--- src/rtl/cf_elastic_fifo.sv ---
// Elastic Send/Ack FIFO: circular buffer of DEPTH tokens with registered occupancy and cp pulse.
// Optional saturating stall counter enabled by defining CF_STAT_EN.
module cf_elastic_fifo #(
    parameter int unsigned WIDTH  = 32,
    parameter int unsigned DEPTH  = 4
`ifdef CF_STAT_EN
    ,
    parameter int unsigned STAT_W = 16
`endif
) (
    input  logic                       CLK,
    input  logic                       MR,
    input  logic                       Send_in,
    input  logic [WIDTH-1:0]           Data_in,
    output logic                       Ack_out,
    output logic                       Send_out,
    output logic [WIDTH-1:0]           Data_out,
    input  logic                       Ack_in,
    output logic                       cp,
    output logic [$clog2(DEPTH+1)-1:0] count
`ifdef CF_STAT_EN
    ,
    output logic [STAT_W-1:0]          stall_cnt
`endif
);

    localparam int unsigned PW = $clog2(DEPTH);
    localparam int unsigned CW = $clog2(DEPTH+1);

    logic [WIDTH-1:0] mem [DEPTH];
    logic [PW-1:0]    rd_ptr_q, wr_ptr_q;
    logic [CW-1:0]    count_q, count_d;
    logic             cp_q;
    logic             push, pop;

    // Handshakes are decoded only from registered state, never from the opposite side.
    assign Ack_out  = ~MR & (count_q != CW'(DEPTH));
    assign Send_out = (count_q != '0);
    assign Data_out = Send_out ? mem[rd_ptr_q] : '0;
    assign push     = Send_in & Ack_out;
    assign pop      = Send_out & Ack_in & ~MR;
    assign cp       = cp_q;
    assign count    = count_q;

    always_comb begin
        count_d = count_q;
        case ({push, pop})
            2'b10:   count_d = count_q + 1'b1;
            2'b01:   count_d = count_q - 1'b1;
            default: count_d = count_q;
        endcase
    end

    always_ff @(posedge CLK) begin
        if (MR) begin
            count_q  <= '0;
            rd_ptr_q <= '0;
            wr_ptr_q <= '0;
            cp_q     <= 1'b0;
        end else begin
            count_q <= count_d;
            cp_q    <= push;
            // Power-of-two depth: pointers wrap naturally.
            if (push) wr_ptr_q <= wr_ptr_q + 1'b1;
            if (pop)  rd_ptr_q <= rd_ptr_q + 1'b1;
        end
    end

    // Storage is intentionally not cleared by reset.
    always_ff @(posedge CLK) begin
        if (push) mem[wr_ptr_q] <= Data_in;
    end

`ifdef CF_STAT_EN
    logic [STAT_W-1:0] stall_q;

    always_ff @(posedge CLK) begin
        if (MR) begin
            stall_q <= '0;
        end else if (Send_out && !Ack_in && (stall_q != '1)) begin
            stall_q <= stall_q + 1'b1;
        end
    end

    assign stall_cnt = stall_q;
`endif

endmodule

--- config.mk ---
export PLATFORM = sky130hd
export DESIGN_NAME = cf_elastic_fifo
export DESIGN_NICKNAME = d
export VERILOG_FILES = /design/src/rtl/cf_elastic_fifo.sv
export SDC_FILE = /design/constraint.sdc
export NUM_CORES = 1
export LEC_CHECK = 0
export ABC_AREA = 1
export CAP_MARGIN = 10
export CELL_PAD_IN_SITES_DETAIL_PLACEMENT = 0
export CELL_PAD_IN_SITES_GLOBAL_PLACEMENT = 2
export CORE_ASPECT_RATIO = 0.6
export CORE_MARGIN = 4
export CORE_UTILIZATION = 40
export CTS_BUF_LIST = sky130_fd_sc_hd__clkbuf_2 sky130_fd_sc_hd__clkbuf_4 sky130_fd_sc_hd__clkbuf_8
export DETAILED_ROUTE_END_ITERATION = 10
export DONT_BUFFER_PORTS = 1
export PLACE_DENSITY_LB_ADDON = 0.1
export SYNTH_ARGS = -nofsm -noshare
export SYNTH_HDL_FRONTEND = slang
export SYNTH_SLANG_ARGS = --single-unit
--- constraint.sdc ---
create_clock -name CLK -period 3.2 [get_ports CLK]
set_input_delay 0.64 -clock CLK [delete_from_list [all_inputs] [get_ports CLK]]
set_output_delay 0.64 -clock CLK [all_outputs]
set_load 0.005 [all_outputs]
# ---- Word-level counts from Yosys, hierarchy flattened
# Memories as Yosys holds them, arrays and structs flattened. A register that Yosys moved wholly into a read port is not among the register bits.
# Index checks and enable logic that the tools add are counted.
dict set report totals {
  reg_bits 8
  latchBits 0
  ram_bits 128
  mem_bits_ro 0
  in_bits 36
  output_inout_bits 38
  elab_cells 25
  n_memories 1
}
# name words width rd rd_ports_with_merged_regs write_ports line
set mem_list {}
lappend mem_list {mem 4 32 1 1 1 30} ;# logic [WIDTH-1:0] mem [DEPTH];
dict set report op_classes {
  add_sub_neg 4
  n_mul 0
  div 0
  magnitude_cmp 0
  eq_ne 3
  shifts 0
  mux 6
  n_bitwise 5
  reduce_logical 2
}
# operator n
set op_table {}
lappend op_table {{2-to-1 mux 32 bit} 1}
lappend op_table {{case mux 3 bit (2 select lines)} 1}
lappend op_table {{adder 2 x 1 -> 2 bit (second input constant)} 2}
lappend op_table {{bitwise AND 1 bit} 4}
lappend op_table {{2-to-1 mux 2 bit} 2}
lappend op_table {{adder 3 x 1 -> 3 bit (second input constant)} 1}
lappend op_table {{!= test 3 bit (second input constant)} 1}
lappend op_table {{nonzero test 3 bit} 1}
lappend op_table {{subtractor 3 x 1 -> 3 bit (second input constant)} 1}
lappend op_table {{equality test 2 x 1 -> 1 bit (second input constant)} 1}
lappend op_table {{equality test 2 bit (second input constant)} 1}
lappend op_table {{2-to-1 mux 1 bit} 2}
lappend op_table {{nonzero test 2 bit} 1}
lappend op_table {{inverter 1 bit} 1}

# ---- Logic depth before layout (Yosys ltp)
dict set report logic_depth {
  ltp_word 5
  mapped_depth 13
  depth_no_buf 13
}

# ---- Worst setup path before layout
# OpenSTA, ideal clock, no wires.
dict set report synth_timing {
  path_kind {input to register}
  from {input MR}
  to {memory mem[0][0], enable pin}
  setup_ns 0.421
  arrival_time_ns 2.291
  required_ns 2.779
  setup_slack_ns 0.487
  cell_stages 3
  path_buffers 0
  cell_sequence {clkinv_1 > nand3_2 > nor2_1}
}
dict set report synth_between {
  elab_chain_cells 5
}
# element line
set synth_rtl {}
lappend synth_rtl {{start: declaration} 12} ;# input logic MR,
lappend synth_rtl {{inverter 1 bit} 37} ;# assign Ack_out = ~MR & (count_q != CW'(DEPTH));
lappend synth_rtl {{bitwise AND 1 bit} 37}
lappend synth_rtl {{bitwise AND 1 bit} 40} ;# assign push = Send_in & Ack_out;
lappend synth_rtl {{2-to-1 mux 1 bit} 71} ;# if (push) mem[wr_ptr_q] <= Data_in;
lappend synth_rtl {{2-to-1 mux 1 bit (not written as such)} 71}
lappend synth_rtl {{end: declaration} 30}
# No other way between the ends.

==> results by stage <==
Run status:
- The flow ran to the end, and the final reports show no timing, DRC or antenna violations.

CTS:
- The TritonCTS buffer count is 17.
- After clock tree synthesis, the setup repair step added 0 buffers.
- TritonCTS built the clock tree.
- The CTS H-tree depth is 4.
- The clock latency of the later-clocked register in the worst-skew pair is 0.45 ns.
- Counting every sink on the clock net gives 138.
- The buffer depth of the longest clock path is 2.
- In this run the clock root is driven by a sky130_fd_sc_hd__clkbuf_8.
- The clock input transition at the sequential cells of the worst setup and hold paths is 0.09 ns.
- The quantity of gates resized following cts is 1.
- The number of buffers added to fix hold violations after cts is 0.

Yosys:
- The area share of xor/xnor cells in the synthesized design is 0.
- Counting every net in the synthesized netlist gives 491.
- The sequential fraction of the synthesis area is 0.736.
- The adder-cell share of the synthesized area is 0.0150.
- The share of synthesized flip-flops with an asynchronous set or reset is 0.
- The portion of synthesized area spent on multiplexers is 0.
- The top cell type by total area after synthesis is sky130_fd_sc_hd__edfxtp_1.
- The number of warnings printed during yosys synthesis is 0.
- The synthesized-area fraction occupied by and/or/nand/nor cells is 0.112.
- The combinational family with the most area after synthesis is simple AND/OR/NAND/NOR gates.
- Synthesis produced 449 cells.
- The mapped cell area is 5500 um^2.
- The number of enable flip-flop cells after synthesis is 128.
- The most used flip-flop cell after synthesis is sky130_fd_sc_hd__edfxtp_1.
- The share of Yosys cell area claimed by the top area cell type is 0.699.
- Each instance of the synthesized netlist takes up on average 12.2 um^2.
- After synthesis, the cell types taking the most area are sky130_fd_sc_hd__edfxtp_1 70%, sky130_fd_sc_hd__nor2_1 9.6%, sky130_fd_sc_hd__dfxtp_1 3.6%.
- After synthesis the netlist holds a flip-flop and latch count of 138.
- The complex-gate fraction of the synthesized area is 0.0929.
- Yosys instantiated no cell more often than sky130_fd_sc_hd__nor2_1.
- Sorting the synthesized cells by how often they occur yields 140 x sky130_fd_sc_hd__nor2_1, 128 x sky130_fd_sc_hd__edfxtp_1, 38 x sky130_fd_sc_hd__o21ai_1, 36 x sky130_fd_sc_hd__a21oi_1, 28 x sky130_fd_sc_hd__o21ai_0.
- Yosys mapped the design onto 19 distinct sky130hd cell types.

Worst setup path:
- On the worst path, the slowest cell contributes a delay of 0.62 ns.
- The number of cells on the worst reg-to-reg path is 12.
- The worst setup path is launched from a flop.
- In this run the number of cells on the critical path is 5.
- At the worst endpoint, the arrival time is 2.25 ns.
- The signal on the critical path passes through inv_1 > buf_4 > nor2_1 > o21ai_0 > a21oi_1.
- Together, buffers and inverters on the worst path number 2.
- For the worst setup path, the data required time is 2.56 ns.
- STA classifies the critical path endpoint as an output pin.
- In this run the critical register-to-register path is launched from count[1]$_SDFFE_PP0P_.
- Among cell families on the critical path, the largest total delay comes from buffers and inverters.
- The destination of the worst register-to-register timing path is count[2]$_SDFFE_PP0P_.
- The maximum net fanout on the critical path is 33.
- The worst-case register-to-register setup slack is 1.07 ns.
- By startpoint and endpoint, the worst setup path is classified as flop to output pin.
- The critical path's slowest cell is sky130_fd_sc_hd__dfxtp_4.

STA:
- The max-slew violation count was 0.
- Timing would allow up to 0.346 GHz.
- Measured against its own limit, the worst slew margin works out to 0.533.
- Dividing the final minimum period by the clock period gives 0.904.
- On the final layout, the worst clock skew is 0.0220 ns.
- Setup repair after global routing left no endpoint under its margin.
- The summed negative setup slack over all endpoints is 0 ns.
- The total count of hold-check failures in the final report came to 0.
- At the pin with the least slew margin, the transition time is 0.700 ns.
- Setup violations remaining at the end of the flow were counted as 0.
- The time the worst path needs with I/O delays and setup is 2.89 ns.

Floorplan:
- For this configuration, the core starts out at a cell density of 0.419.
- The region available for standard cell placement spans 13,100 um^2.
- The die extent in x is 159 um.
- The floorplan step defined a die boundary enclosing 15,700 um^2.
- In this run the core area contains 32 standard-cell rows.
- 74 I/O pins were placed.
- The height of the chip is 98.8 um.

Global route:
- The number of global-route vias before repair is 3,176.
- The overflow left after global routing is 0.
- The maximum number of pins on one net before global-route repair is 65.
- The overall global routing resource usage is 0.159.
- The wire length of the first global-routing pass is 18,900 um.
- The initial antenna violation count is 0.

Drt:
- The routed design uses 5070 um of met2 wire.
- The count of nets left with antenna violations once routing finished came out at 0.
- In this run, the number of DRC markers left after iteration 0 of detailed routing was 234.
- The first TritonRoute pass finished after 4 iterations.
- The detailed router placed 3,238 vias in this run.
- The wire length the detailed router placed on met1 is 5970 um.
- Dividing the detail-routed via count by the number of cells gives 5.05.
- The remaining routing DRC violations is 0.
- In the detailed route, the total length drawn on met3 is 915 um.
- The uppermost metal layer occupied by signal nets is met4.
- The total routed wirelength is 12,100 um.
- Dividing the detail-routed wire length by the instance count gives 18.8 um.

Place:
- The HPWL after detailed placement is 7440 um.
- During placement, the flow inserted port buffers numbering 0.
- At the end of routability-driven placement, the weighted congestion stood at 0.701.
- The placed instances occupy a cell area of 5670 um^2.

Layout:
- The relative area change from synthesis to final layout is 11.6%.
- The number of diodes is 0.
- The area used by multi-input combinational logic is 1240 um^2.
- The count of fill cells added during filler insertion is 1,191.
- Summing all non-filler instances in the final layout gives an area of 6140 um^2.
- In the final layout, the share of cells above drive strength 1 is 0.113.
- The net total in the final layout is 500.
- The area taken by flip-flops and latches is 4050 um^2.

Pwr:
- For this design the static power due to leakage is 2.09 nW.
- IR analysis of the VDD net gives a maximum drop of 0.276 mV.
- Power spread over the standard cell area amounts to 669 nW/um^2.

Hold path:
- The cell count of the worst hold path is 0.
- The worst min-delay path category is input port to flop.
- The destination of the worst hold path is mem[1][2]$_DFFE_PP_.
- The worst hold path begins at Data_in[2].

Job:
- The tool flagged a number of max-cap violations equal to 0.
-- state kept, by name, indices dropped and copies added (netlist names), named ones only --
signal    cells
count         3
cp            1
mem         128
rd_ptr_q      2
wr_ptr_q      2
-- metrics by stage --
| stage | total power, W | std cells | hold WS (ns) | setup WS, ns | utilization |
|---|---|---|---|---|---|
| 2_1_floorplan | 0.00242 | 449 | 0.478 | 0.487 | - |
| 3_3_place_gp | 0.00252 | 609 | 0.501 | 0.488 | 0.432 |
| 3_5_place_dp | 0.00252 | 609 | 0.513 | 0.441 | 0.432 |
| 4_1_cts | 0.00416 | 641 | 0.256 | 0.289 | 0.467 |
| 5_1_grt | 0.00431 | 641 | 0.243 | 0.131 | 0.467 |
| 6_report | 0.00411 | 641 | 0.284 | 0.306 | 0.467 |
-- layer usage --
layer,up-vias,global-route usage
li1,1579,-
met1,1571,0.235
met2,78,0.217
met3,10,0.0593
met4,0,0.0500
met5,-,0
-- where the power goes --
group / switching [W] / total, W / internal, W / leakage (nW)
logic: 0.000301 / 0.000416 / 0.000116 / 0.626
clock network: 0.000693 / 0.00164 / 0.000943 / 0.223
registers: 0.0000266 / 0.00205 / 0.00203 / 1.25
-- layout make-up --
type | count | area share
repair buffers | 13 | 0.0159
multi-input cells | 268 | 0.202
clock inverters | 14 | 0.0357
clock buffers | 18 | 0.0394
inverters | 20 | 0.0122
well taps | 170 | 0.0347
flip-flops and latches | 138 | 0.660
-- worst max path at each step --
stage / end / slack [ns]
floorplan: mem[0][0]$_DFFE_PP_ / 0.49
global placement: Data_out[15] / 0.49
detailed placement: Data_out[18] / 0.44
CTS: Data_out[18] / 0.29
global route: Data_out[19] / 0.13
finish: Data_out[18] / 0.31
-- cells by family after synthesis --
logic type | count (synthesis)
AO/OA/AOI/OAI | 102
AND/OR/NAND/NOR | 160
flip-flops | 138
adder cells (fa/ha/maj) | 6
buffers and inverters | 43
-- cell usage in the layout (no fill, tap or decap), types with 2 or more instances in the layout --
cell / instances
sky130_fd_sc_hd__nor2_1: 136
sky130_fd_sc_hd__edfxtp_1: 128
sky130_fd_sc_hd__o21ai_1: 38
sky130_fd_sc_hd__a21oi_1: 36
sky130_fd_sc_hd__o21ai_0: 28
sky130_fd_sc_hd__inv_1: 18
sky130_fd_sc_hd__clkbuf_8: 17
sky130_fd_sc_hd__nand2_1: 13
sky130_fd_sc_hd__buf_4: 13
sky130_fd_sc_hd__dfxtp_1: 8
sky130_fd_sc_hd__ha_1: 5
sky130_fd_sc_hd__bufinv_16: 5
sky130_fd_sc_hd__nor2_4: 4
sky130_fd_sc_hd__nand3_1: 3
sky130_fd_sc_hd__clkinvlp_4: 3
sky130_fd_sc_hd__clkinv_1: 2
sky130_fd_sc_hd__nand4_1: 2
sky130_fd_sc_hd__inv_6: 2
No activity file was read; power rests on OpenSTA's default activity.
